File: src/rtl/park_code_entry_pkg.sv
// Shared types and defaults for the car-park entry credential sender.
package park_code_entry_pkg;

  typedef enum logic [2:0] {
    ST_IDLE,
    ST_ENTRY,
    ST_PRESENT,
    ST_GRANTED,
    ST_DENIED,
    ST_LOCKOUT
  } state_t;

  typedef enum logic {
    DIG_NONE,
    DIG_ONE
  } dig_cnt_t;

  localparam int RESP_TIMEOUT_DEF  = 8;
  localparam int ENTRY_TIMEOUT_DEF = 1000;
  localparam int MAX_TRIES_DEF     = 3;
  localparam int LOCK_CYCLES_DEF   = 64;

  // Counter width able to hold n-1, never narrower than one bit.
  function automatic int cnt_w(input int n);
    return (n < 2) ? 1 : $clog2(n);
  endfunction

endpackage

File: src/rtl/park_code_entry_timer.sv
// Loadable down-counter; o_expired stays high once a started count reaches zero until cleared.
module park_code_entry_timer #(
  parameter int WIDTH = 4
) (
  input  logic             i_clk,
  input  logic             i_rst_n,
  input  logic             i_start,
  input  logic             i_clear,
  input  logic [WIDTH-1:0] i_load,
  output logic             o_expired
);

  logic [WIDTH-1:0] r_cnt;
  logic             r_run;

  // Start wins over clear so a restart in the same cycle is never lost.
  always_ff @(posedge i_clk or negedge i_rst_n) begin
    if (!i_rst_n) begin
      r_cnt <= '0;
      r_run <= 1'b0;
    end else if (i_start) begin
      r_cnt <= i_load;
      r_run <= 1'b1;
    end else if (i_clear) begin
      r_cnt <= '0;
      r_run <= 1'b0;
    end else if (r_run && (r_cnt != '0)) begin
      r_cnt <= r_cnt - WIDTH'(1);
    end
  end

  assign o_expired = r_run && (r_cnt == '0);

endmodule

File: src/rtl/park_code_entry.sv
// Keypad-to-gate credential sender: two-digit code entry, presentation, denial counting, lockout.
// state    | meaning
// IDLE     | no vehicle, outputs quiet
// ENTRY    | vehicle waiting, collecting digits
// PRESENT  | code on pswd, car_req high, waiting for gate_open
// GRANTED  | gate opened, code held until the vehicle leaves
// DENIED   | one-cycle denial pulse, fail count bumped
// LOCKOUT  | keypad and loop sensor ignored for LOCK_CYCLES
module park_code_entry
  import park_code_entry_pkg::*;
#(
  parameter int RESP_TIMEOUT  = RESP_TIMEOUT_DEF,
  parameter int ENTRY_TIMEOUT = ENTRY_TIMEOUT_DEF,
  parameter int MAX_TRIES     = MAX_TRIES_DEF,
  parameter int LOCK_CYCLES   = LOCK_CYCLES_DEF
) (
  input  logic       i_clk,
  input  logic       i_rst_n,
  input  logic       i_car_present,
  input  logic       i_key_valid,
  input  logic [3:0] i_key_digit,
  input  logic       i_key_clear,
  input  logic       i_gate_open,
  output logic       o_car_req,
  output logic [7:0] o_pswd,
  output logic       o_busy,
  output logic       o_denied,
  output logic       o_locked,
  output logic [1:0] o_fail_cnt
);

  localparam int RESP_W  = cnt_w(RESP_TIMEOUT);
  localparam int ENTRY_W = cnt_w(ENTRY_TIMEOUT);
  localparam int LOCK_W  = cnt_w(LOCK_CYCLES);
  localparam logic [RESP_W-1:0]  RESP_LOAD  = RESP_W'(RESP_TIMEOUT - 1);
  localparam logic [ENTRY_W-1:0] ENTRY_LOAD = ENTRY_W'(ENTRY_TIMEOUT - 1);
  localparam logic [LOCK_W-1:0]  LOCK_LOAD  = LOCK_W'(LOCK_CYCLES - 1);
  localparam logic [1:0]         MAX_T      = 2'(MAX_TRIES);

  state_t     r_state, w_state_nxt;
  dig_cnt_t   r_dig_cnt, w_dig_cnt_nxt;
  logic [3:0] r_hi, w_hi_nxt;
  logic [7:0] w_pswd_nxt;
  logic [1:0] w_fail_nxt;
  logic       w_ent_start, w_ent_clear, w_ent_exp;
  logic       w_resp_start, w_resp_clear, w_resp_exp;
  logic       w_lock_start, w_lock_clear, w_lock_exp;

  always_comb begin
    w_state_nxt   = r_state;
    w_dig_cnt_nxt = r_dig_cnt;
    w_hi_nxt      = r_hi;
    w_pswd_nxt    = o_pswd;
    w_fail_nxt    = o_fail_cnt;
    w_ent_start   = 1'b0;
    unique case (r_state)
      ST_IDLE: if (i_car_present) w_state_nxt = ST_ENTRY;
      ST_ENTRY: begin
        if (!i_car_present) begin
          w_state_nxt   = ST_IDLE;
          w_dig_cnt_nxt = DIG_NONE;
        end else if (i_key_clear) begin
          w_dig_cnt_nxt = DIG_NONE;
        end else if (i_key_valid) begin
          if (r_dig_cnt == DIG_NONE) begin
            w_hi_nxt      = i_key_digit;
            w_dig_cnt_nxt = DIG_ONE;
            w_ent_start   = 1'b1;
          end else begin
            w_pswd_nxt    = {r_hi, i_key_digit};
            w_dig_cnt_nxt = DIG_NONE;
            w_state_nxt   = ST_PRESENT;
          end
        end else if ((r_dig_cnt == DIG_ONE) && w_ent_exp) begin
          w_dig_cnt_nxt = DIG_NONE;
        end
      end
      // Vehicle leaving outranks a grant, and a grant outranks a same-cycle timeout.
      ST_PRESENT: begin
        if (!i_car_present) begin
          w_state_nxt = ST_IDLE;
        end else if (i_gate_open) begin
          w_state_nxt = ST_GRANTED;
          w_fail_nxt  = 2'd0;
        end else if (w_resp_exp) begin
          w_state_nxt = ST_DENIED;
          w_fail_nxt  = (o_fail_cnt == MAX_T) ? o_fail_cnt : o_fail_cnt + 2'd1;
        end
      end
      ST_GRANTED: if (!i_car_present) w_state_nxt = ST_IDLE;
      ST_DENIED: begin
        if (o_fail_cnt == MAX_T)  w_state_nxt = ST_LOCKOUT;
        else if (i_car_present)   w_state_nxt = ST_ENTRY;
        else                      w_state_nxt = ST_IDLE;
      end
      ST_LOCKOUT: begin
        if (w_lock_exp) begin
          w_state_nxt = ST_IDLE;
          w_fail_nxt  = 2'd0;
        end
      end
      default: w_state_nxt = ST_IDLE;
    endcase
    if ((w_state_nxt != ST_PRESENT) && (w_state_nxt != ST_GRANTED)) w_pswd_nxt = 8'h00;
  end

  assign w_ent_clear  = !((r_state == ST_ENTRY) && (r_dig_cnt == DIG_ONE));
  assign w_resp_start = (r_state == ST_ENTRY) && (w_state_nxt == ST_PRESENT);
  assign w_resp_clear = (r_state != ST_PRESENT);
  assign w_lock_start = (r_state == ST_DENIED) && (w_state_nxt == ST_LOCKOUT);
  assign w_lock_clear = (r_state != ST_LOCKOUT);

  always_ff @(posedge i_clk or negedge i_rst_n) begin
    if (!i_rst_n) begin
      r_state    <= ST_IDLE;
      r_dig_cnt  <= DIG_NONE;
      r_hi       <= 4'h0;
      o_pswd     <= 8'h00;
      o_fail_cnt <= 2'd0;
      o_car_req  <= 1'b0;
      o_busy     <= 1'b0;
      o_denied   <= 1'b0;
      o_locked   <= 1'b0;
    end else begin
      r_state    <= w_state_nxt;
      r_dig_cnt  <= w_dig_cnt_nxt;
      r_hi       <= w_hi_nxt;
      o_pswd     <= w_pswd_nxt;
      o_fail_cnt <= w_fail_nxt;
      o_car_req  <= (w_state_nxt == ST_PRESENT) || (w_state_nxt == ST_GRANTED);
      o_busy     <= (w_state_nxt != ST_IDLE);
      o_denied   <= (w_state_nxt == ST_DENIED);
      o_locked   <= (w_state_nxt == ST_LOCKOUT);
    end
  end

  park_code_entry_timer #(.WIDTH(ENTRY_W)) u_entry_timer (
    .i_clk(i_clk), .i_rst_n(i_rst_n), .i_start(w_ent_start), .i_clear(w_ent_clear),
    .i_load(ENTRY_LOAD), .o_expired(w_ent_exp)
  );

  park_code_entry_timer #(.WIDTH(RESP_W)) u_resp_timer (
    .i_clk(i_clk), .i_rst_n(i_rst_n), .i_start(w_resp_start), .i_clear(w_resp_clear),
    .i_load(RESP_LOAD), .o_expired(w_resp_exp)
  );

  park_code_entry_timer #(.WIDTH(LOCK_W)) u_lock_timer (
    .i_clk(i_clk), .i_rst_n(i_rst_n), .i_start(w_lock_start), .i_clear(w_lock_clear),
    .i_load(LOCK_LOAD), .o_expired(w_lock_exp)
  );

endmodule

File: config.mk
export PLATFORM = sky130hd
export DESIGN_NAME = park_code_entry
export DESIGN_NICKNAME = d
export VERILOG_FILES = /design/src/rtl/park_code_entry_pkg.sv /design/src/rtl/park_code_entry_timer.sv /design/src/rtl/park_code_entry.sv
export SDC_FILE = /design/constraint.sdc
export NUM_CORES = 1
export LEC_CHECK = 0
export BUFFER_PORTS_ARGS = -buffer_cell sky130_fd_sc_hd__buf_4
export CAP_MARGIN = 20
export CORE_UTILIZATION = 65
export CTS_BUF_LIST = sky130_fd_sc_hd__clkbuf_4 sky130_fd_sc_hd__clkbuf_8
export DETAILED_ROUTE_END_ITERATION = 8
export HOLD_SLACK_MARGIN = 0.03
export PLACE_DENSITY = 0.95
export SYNTH_ARGS = -nofsm -noshare
export SYNTH_HDL_FRONTEND = slang
export SYNTH_SLANG_ARGS = --single-unit
File: constraint.sdc
create_clock -name i_clk -period 3.5 [get_ports i_clk]
set_clock_uncertainty 0.05 [all_clocks]
set_input_delay 0.7 -clock i_clk [delete_from_list [all_inputs] [get_ports i_clk]]
set_output_delay 0.7 -clock i_clk [all_outputs]
set_load 0.01 [all_outputs]
==> results.cfg, run 1 <==
[outcome]
status = finished clean

[setup_path]
cp_max_fo = 10
critical_path.startpoint = u_resp_timer.r_cnt[0]$_DFFE_PN0P_
cp-start-kind = register
crit_path_end_kind = register
worstPathRequired_ps = 3700
critPathKind = reg2reg
rr_startpoint = u_resp_timer.r_cnt[0]$_DFFE_PN0P_
crit_arrival_ps = 2260

[synth]
yosysSeqAreaShare = 0.477
synth_area_per_cell_sq_um = 9.99
synth_ff_type = dfrtp_1
syn_area_sq_um = 2310
async_reset_ff_frac = 1.00
synthDistinctLibCells = 55
yosys_register_bits = 44
yosys_warnings = 0
synthCells = 231
synth_enable_flop_cells = 0
syn_nets = 247

[power]
intPower_mw = 0.686
ir_drop_mv = 0.285
pwr-share-comb = 0.132
p_leak_nw = 1.17
switching_share = 0.280
clock_power_share = 0.280
p_seq_frac = 0.587
cellPowerDensity_nw_per_um2 = 372
p_sw_mw = 0.267

[place]
io_buffers = 23
dpl_worst_slack_ps = 1340
place_congestion = 0.851
hpwl_um = 3240
dpl-instance-area_sq_um = 2500

[grt]
antenna_found_initial = 0
grtUsageTotal = 0.274
grt_overflow = 0
grt_pass1_wl_um = 7430
first_global_vias = 1615
grt_max_degree = 45

[finish]
final_layout_size_suffix_gt1_frac = 0.173
final_common_cell = dfrtp_1
final_cell_area_sq_um = 2560
mostFrequentLayoutCells = 44 x dfrtp_1, 27 x nand2_1, 24 x buf_4
area_growth_pct = 11.0
n_fill_cell = 245
n_antenna_cell = 0
final_core_util = 0.762
multi_input_area_sq_um = 1100
ff_latch_area_sq_um = 1100
finalNetCount = 269

[die]
rows = 21
die_y_um = 61.6
die_width_um = 61.6
die_area_sq_um = 3790
start_util = 0.686
io_pins = 24
coreArea_sq_um = 3360

[sta]
setup_violations = 0
fmax_ghz = 0.485
holdWs_ps = 249
final.setup.worst_slack_ps = 1440
slew_violations = 0
max_slew_margin = 0.643
worst_pin_slew_ps = 536
min_period_ps = 2060
report.final.hold_viol_count = 0
tns_ps = 0
fin_crit_sh = 0.589
rsz0062_at_grt = false

[clocking]
numCtsBuffers = 5
cts.clk_slew.worst_paths_ps = 140
cts_resized = 0
clk_latency_ps = 370
hold_buffers = 0
postCtsSetupBuffers = 0
h-tree-depth = 2
cts.sinks = 44
cts_max_path_buffers = 2
cts_root_buf = clkbuf_4
cts_tree = done

[route]
ant_nets = 0
wl_per_cell_um = 15.5
highest_layer = met4
first_iter_violations = 123
wl_met1_um = 1990
met2RoutedLength_um = 2320
viasPerCell = 6.07
drt_wl_total_um = 4640
wl_met3_um = 264
vias = 1822
drc = 0
dr.pass1.iters = 4

[hold_path]
hold_path_class = in2async

[run]
drv_cap = 0
[metrics by stage]
step / instances / total power, mW
floorplan: 231 / 0.648
global placement: 292 / 0.688
detailed placement: 292 / 0.694
CTS: 300 / 0.958
global route: 300 / 0.994
finish: 300 / 0.953
[power by group through the flow]
stage | clock network (mW) | registers, mW | logic [mW]
2_1_floorplan | 0 | 0.562 | 0.0866
3_3_place_gp | 0 | 0.567 | 0.122
3_5_place_dp | 0 | 0.568 | 0.126
4_1_cts | 0.273 | 0.559 | 0.126
5_1_grt | 0.288 | 0.563 | 0.142
6_report | 0.267 | 0.559 | 0.126
[kinds of logic after synthesis]
kind of cell	count (synthesis)	synth area share
buffers and inverters	24	0.0461
muxes	12	0.0553
adders and majority gates	6	0.0325
and+or+nand+nor	93	0.233
xor gates and xnor gates	2	0.00759
DFF	44	0.477
AOI/OAI and AO/OA	50	0.149
[sequential cells by signal, summed over array words and instances (netlist names)]
register and cells:
o_car_req 1, o_pswd 8, u_entry_timer.r_run 1, u_resp_timer.r_cnt 3
o_locked 1, r_hi 4, u_entry_timer.r_cnt 10, u_resp_timer.r_run 1
u_lock_timer.r_run 1, u_lock_timer.r_cnt 6, r_state 3, o_busy 1
o_denied 1, r_dig_cnt 1, o_fail_cnt 2
[critical path, stage by stage (launching register included)]
cell      delay, ps
dfrtp_1         380
inv_1            90
ha_1            170
ha_1            210
nand3b_1        110
and3_1          220
nor2_4          250
inv_1            90
a2111o_1        390
[Yosys cell counts, drive strengths merged (4+ instances only)]
| library cell | number | area [sq um] |
|---|---|---|
| a31oi | 10 | 62.6 |
| nor2b | 6 | 45.0 |
| o21ai | 9 | 45.0 |
| dfrtp | 44 | 1100 |
| nor3b | 4 | 46.3 |
| a21oi | 9 | 45.0 |
| mux2i | 9 | 90.1 |
| nor3 | 8 | 40.0 |
| ha | 6 | 75.1 |
| nor2 | 20 | 82.6 |
| nand2 | 27 | 101 |
| and2 | 4 | 25.0 |
| inv | 15 | 56.3 |
| buf | 8 | 45.0 |
[routing by layer]
metal / vias up / GRT usage
met3: 7 / 0.0672
li1: 867 / -
met4: 0 / 0.130
met1: 881 / 0.357
met5: - / 0
met2: 67 / 0.430
[final timing paths]
path / end / slack, ps / cells past startpoint
min reg2reg: r_hi[3]$_DFFE_PN0P_ / 440 / 2
max in group asynchronous: o_car_req$_DFF_PN0_ / 2780 / 1
min in group i_clk: r_hi[3]$_DFFE_PN0P_ / 440 / 2
max: o_busy$_DFF_PN0_ / 1440 / 8
min: u_entry_timer.r_cnt[0]$_DFFE_PN0P_ / 250 / 1
max reg2reg: o_busy$_DFF_PN0_ / 1440 / 8
[layout make-up]
type                       count  area share
inverter                      15      0.0220
clock inverter                 2     0.00586
sequential                    44       0.430
multi-input combinational    163       0.430
tap                           46      0.0225
timing repair buffer          24      0.0703
clock buffer                   6      0.0200
Note: power is estimated with default switching activity, not from simulation.
==> run 2: changes to the inputs <==
--- a/config.mk
+++ b/config.mk
@@ -7,11 +7,11 @@
 export LEC_CHECK = 0
 export BUFFER_PORTS_ARGS = -buffer_cell sky130_fd_sc_hd__buf_4
 export CAP_MARGIN = 20
-export CORE_UTILIZATION = 65
+export CORE_UTILIZATION = 61
 export CTS_BUF_LIST = sky130_fd_sc_hd__clkbuf_4 sky130_fd_sc_hd__clkbuf_8
 export DETAILED_ROUTE_END_ITERATION = 8
 export HOLD_SLACK_MARGIN = 0.03
-export PLACE_DENSITY = 0.95
+export PLACE_DENSITY = 0.91
 export SYNTH_ARGS = -nofsm -noshare
 export SYNTH_HDL_FRONTEND = slang
 export SYNTH_SLANG_ARGS = --single-unit
==> constraint.sdc (replaced) <==
create_clock -name i_clk -period 1.98 [get_ports i_clk]
set_clock_uncertainty 0.05 [all_clocks]
set_input_delay 0.396 -clock i_clk [delete_from_list [all_inputs] [get_ports i_clk]]
set_output_delay 0.396 -clock i_clk [all_outputs]
set_load 0.01 [all_outputs]
==> run 2 against run 1 <==
Worst setup slack got worse by 1300 ps. Die area increased by 6.3%. Clock-buffer cell count is 1 lower. First-iteration DRC count is 5.7% higher. Register-to-register slack lost 1300 ps. Clock power increased by 120%. Hold slack lost 230 ps. Sequential share of layout area down 1.0 points. Flip-flop and latch count unchanged. Final cell count up 1.7%. Via count up 4.1%. Critical path type unchanged.
==> results.cfg, run 2 (synthesis gave the netlist of run 1 again) <==
[setup_path]
crit_arrival_ps = 2010
reg2regPathDepth = 8
crit_path_end_kind = register
reg2reg_slack_ps = 120
cp-start-kind = register
critPathBufInv = 2
critPathKind = reg2reg
rr_startpoint = u_resp_timer.r_cnt[0]$_DFFE_PN0P_
worstPathRequired_ps = 2120
max_stage_delay_ps = 380
crit_chain = inv_1 > ha_1 > ha_1 > nand3b_1 > and3_1 > nor2_4 > inv_1 > a2111o_1
rr_endpoint = o_busy$_DFF_PN0_
cp_max_fo = 3
crit_path_top_delay_cell = a2111o_1
cpLargestDelayFamily = simple AND/OR/NAND/NOR gates

[sta]
worst_pin_slew_ps = 538
rsz0062_at_grt = false
fin_crit_sh = 0.940
setup_violations = 0
min_period_ps = 1860
slew_violations = 0
tns_ps = 0
fmax_ghz = 0.537
max_slew_margin = 0.641
holdWs_ps = 15.3
report.final.hold_viol_count = 0

[power]
cellPowerDensity_nw_per_um2 = 689
intPower_mw = 1.30
ir_drop_mv = 0.628
p_seq_frac = 0.547
p_leak_nw = 1.20
p_sw_mw = 0.509
finalPower_mw = 1.81
clock_power_share = 0.318
pwr-share-comb = 0.135
switching_share = 0.281

[finish]
final_layout_size_suffix_gt1_frac = 0.189
area_growth_pct = 13.8
final_common_cell = dfrtp_1
n_antenna_cell = 0
top_register = u_entry_timer.r_cnt
largest_reg_flops = 10
instances_no_fill = 305
n_fill_cell = 239
finalNetCount = 274
final_cell_area_sq_um = 2630
mostFrequentLayoutCells = 44 x dfrtp_1, 29 x buf_4, 27 x nand2_1
reg_top3 = u_entry_timer.r_cnt: 10 flops, o_pswd: 8 flops, u_lock_timer.r_cnt: 6 flops

[route]
vias = 1896
viasPerCell = 6.22
dr.pass1.iters = 4
first_iter_violations = 130
wl_per_cell_um = 16.3
drt_wl_total_um = 4970
drc = 0
ant_nets = 0

[clocking]
cts.clk_slew.worst_paths_ps = 90
clk_latency_ps = 310
cts.sinks = 44
cts_root_buf = clkbuf_8
cts_max_path_buffers = 2
postCtsSetupBuffers = 0
numCtsBuffers = 5
hold_buffers = 0
cts_resized = 0
h-tree-depth = 2
cts_tree = done

[die]
io_pins = 24
die_y_um = 63.5
rows = 21
start_util = 0.666
die_area_sq_um = 4030
coreArea_sq_um = 3470
die_width_um = 63.5

[run]
drv_cap = 0

[place]
dp_cells = 297
io_buffers = 23
place_congestion = 0.863
dpl-instance-area_sq_um = 2530
hpwl_um = 3310

[grt]
grt_overflow = 0
first_global_vias = 1795
grt_pass1_wl_um = 8550
grtUsageTotal = 0.281
grt_max_degree = 45
antenna_found_initial = 0

[hold_path]
hold_path_class = in2async

[outcome]
status = finished clean
run 2: changes by cell type in the layout (fill, tap and decap cells not counted), sizes merged:
| cell | previous run | this run |
|---|---|---|
| buf | 24 | 29 |
| clkbuf | 6 | 5 |
| clkinv | 0 | 1 |
run 2: worst register-to-register path, cell delays in order (launching register included):
cell and delay [ps]:
dfrtp_1 370, inv_1 100, ha_1 160, ha_1 190, nand3b_1 120, and3_1 230
nor2_4 110, inv_1 60, a2111o_1 380
run 2: cell type report:
cell class / count / area, sq um / area share
sequential: 44 / 1100 / 0.419
timing repair buffer: 29 / 218 / 0.0829
inverter: 15 / 56.3 / 0.0214
clock inverter: 3 / 23.8 / 0.00905
tap: 46 / 57.6 / 0.0219
clock buffer: 5 / 68.8 / 0.0262
multi-input combinational: 163 / 1100 / 0.419
run 2: metrics by stage:
stage	utilization	setup slack (ps)
global placement	0.731	237
finish	0.757	118
floorplan	-	168
CTS	0.757	123
global route	0.757	22.2
detailed placement	0.731	168
run 2: layer usage:
metal | GRT usage | wire, um | vias to the layer above
met1 | 0.374 | 2180 | 925
li1 | - | - | 880
met4 | 0.119 | 144 | 0
met5 | 0 | 0 | -
met3 | 0.0652 | 274 | 19
met2 | 0.439 | 2370 | 72
run 2: worst max-delay path by stage:
| stage | startpoint | end | depth (start not counted) |
|---|---|---|---|
| 4_1_cts | u_resp_timer.r_cnt[0]$_DFFE_PN0P_ | o_busy$_DFF_PN0_ | 8 |
| 3_5_place_dp | r_state[0]$_DFF_PN0_ | u_entry_timer.r_cnt[1]$_DFFE_PN0P_ | 4 |
| 2_1_floorplan | u_resp_timer.r_cnt[0]$_DFFE_PN0P_ | o_busy$_DFF_PN0_ | 8 |
| 5_1_grt | u_resp_timer.r_cnt[0]$_DFFE_PN0P_ | o_busy$_DFF_PN0_ | 8 |
| 3_3_place_gp | u_resp_timer.r_cnt[0]$_DFFE_PN0P_ | o_busy$_DFF_PN0_ | 8 |
| 6_report | u_resp_timer.r_cnt[0]$_DFFE_PN0P_ | o_busy$_DFF_PN0_ | 8 |
run 2: power groups by stage:
stage               clock network [mW]  logic, mW  registers, mW
floorplan                            0      0.153          0.993
global placement                     0      0.232           1.00
finish                           0.575      0.244          0.991
detailed placement                   0      0.241           1.01
global route                     0.612      0.273          0.997
CTS                              0.576      0.243          0.989
==> run 3: changes to the inputs <==
--- a/config.mk
+++ b/config.mk
@@ -7,11 +7,11 @@
 export LEC_CHECK = 0
 export BUFFER_PORTS_ARGS = -buffer_cell sky130_fd_sc_hd__buf_4
 export CAP_MARGIN = 20
-export CORE_UTILIZATION = 61
+export CORE_UTILIZATION = 45
 export CTS_BUF_LIST = sky130_fd_sc_hd__clkbuf_4 sky130_fd_sc_hd__clkbuf_8
 export DETAILED_ROUTE_END_ITERATION = 8
 export HOLD_SLACK_MARGIN = 0.03
-export PLACE_DENSITY = 0.91
+export PLACE_DENSITY = 0.73
 export SYNTH_ARGS = -nofsm -noshare
 export SYNTH_HDL_FRONTEND = slang
 export SYNTH_SLANG_ARGS = --single-unit
==> run 3 against run 2 <==
Clock power increased by 4.0%. Register-to-register slack improved by 30 ps. Critical endpoint unchanged. Largest power group unchanged. Final area increased by 1.8%.
==> results.cfg, run 3 (synthesis gave the netlist of run 1 again) <==
[outcome]
status = finished clean

[sta]
rsz0062_at_grt = false
setup_violations = 0
min_period_ps = 1830
slew_violations = 0
fin_crit_sh = 0.923
max_slew_margin = 0.627
report.final.hold_viol_count = 0
tns_ps = 0
worst_pin_slew_ps = 559
fmax_ghz = 0.547
final.setup.worst_slack_ps = 152

[power]
pwr-share-comb = 0.131
clock_power_share = 0.327
ir_drop_mv = 0.513
intPower_mw = 1.34
cellPowerDensity_nw_per_um2 = 683
p_sw_mw = 0.489
p_seq_frac = 0.542
switching_share = 0.268
p_leak_nw = 1.21

[run]
drv_cap = 0

[place]
dpl_worst_slack_ps = 154
dpl-instance-area_sq_um = 2570
hpwl_um = 3200
io_buffers = 23
place_congestion = 0.848

[route]
drt_wl_total_um = 4580
first_iter_violations = 141
dr.pass1.iters = 4
ant_nets = 0
vias = 1792
wl_per_cell_um = 14.0
viasPerCell = 5.48
drc = 0

[clocking]
postCtsSetupBuffers = 0
hold_buffers = 0
cts_max_path_buffers = 2
cts.clk_slew.worst_paths_ps = 90
numCtsBuffers = 5
cts_resized = 0
cts_root_buf = clkbuf_8
cts_tree = done
clk_latency_ps = 290
h-tree-depth = 2
cts.sinks = 44

[finish]
area_growth_pct = 15.8
reg_top3 = u_entry_timer.r_cnt: 10 flops, o_pswd: 8 flops, u_lock_timer.r_cnt: 6 flops
largest_reg_flops = 10
final_layout_size_suffix_gt1_frac = 0.196
final_core_util = 0.555
n_antenna_cell = 0
mostFrequentLayoutCells = 44 x dfrtp_1, 30 x buf_4, 27 x nand2_1
top_register = u_entry_timer.r_cnt
finalNetCount = 275
final_common_cell = dfrtp_1
final_cell_area_sq_um = 2670

[setup_path]
cp-start-kind = register
worstPathRequired_ps = 2100
crit_path_end_kind = register
cp_max_fo = 3
critPathKind = reg2reg
crit_arrival_ps = 1950

[grt]
grt_max_degree = 45
antenna_found_initial = 0
first_global_vias = 1724
grt_pass1_wl_um = 8050
grtUsageTotal = 0.195
grt_overflow = 0

[hold_path]
hold_path_class = in2async

[die]
coreArea_sq_um = 4820
rows = 25
die_width_um = 73.6
start_util = 0.479
io_pins = 24
die_area_sq_um = 5420
die_y_um = 73.6
==> run 3: path summary, 6_finish.rpt <==
check	from	endpoint	slack (ps)	cells after the start
worst min-delay path	i_rst_n	o_pswd[4]$_DFFE_PN0P_	40	1
max in group asynchronous	i_rst_n	u_entry_timer.r_cnt[7]$_DFFE_PN0P_	1460	1
worst max register to register	u_resp_timer.r_cnt[0]$_DFFE_PN0P_	o_busy$_DFF_PN0_	150	8
worst max-delay path	u_resp_timer.r_cnt[0]$_DFFE_PN0P_	o_busy$_DFF_PN0_	150	8
min in group i_clk	i_key_digit[2]	r_hi[2]$_DFFE_PN0P_	250	3
worst min register to register	r_hi[2]$_DFFE_PN0P_	r_hi[2]$_DFFE_PN0P_	440	2
==> run 3: worst max-delay path, cell delays in order (launching register included) <==
cell and delay (ps):
dfrtp_1 360, inv_1 90, ha_1 170, ha_1 180, nand3b_1 100, and3_1 220, nor2_4 110, inv_1 50
a2111o_1 370
==> run 3: area by class of cell <==
cell class                 count  area (sq um)
fill                         423          2140
multi-input combinational    163          1110
sequential                    44          1100
timing repair buffer          30           225
tap                           67          83.8
clock buffer                   6          82.6
inverter                      15          56.3
clock inverter                 2          15.0
==> run 3: power groups by stage <==
stage | combinational (mW) | clock, mW | sequential [mW]
2_1_floorplan | 0.153 | 0 | 0.993
3_3_place_gp | 0.235 | 0 | 1.01
3_5_place_dp | 0.238 | 0 | 1.01
4_1_cts | 0.239 | 0.613 | 0.989
5_1_grt | 0.272 | 0.653 | 0.996
6_report | 0.238 | 0.598 | 0.990
==> run 3: stage by stage <==
step                total power, mW  std cells  hold slack [ps]
floorplan                      1.15        231             50.4
global placement               1.24        319              377
detailed placement             1.24        319              377
CTS                            1.84        327             51.6
global route                   1.92        327             75.5
finish                         1.83        327             40.1
==> run 3: metal layers <==
| layer | GRT usage | share of wire | vias to the layer above |
|---|---|---|---|
| li1 | - | - | 881 |
| met1 | 0.275 | 0.48 | 870 |
| met2 | 0.299 | 0.47 | 39 |
| met3 | 0.0439 | 0.035 | 2 |
| met4 | 0.0641 | 0.0059 | 0 |
| met5 | 0 | 0 | - |
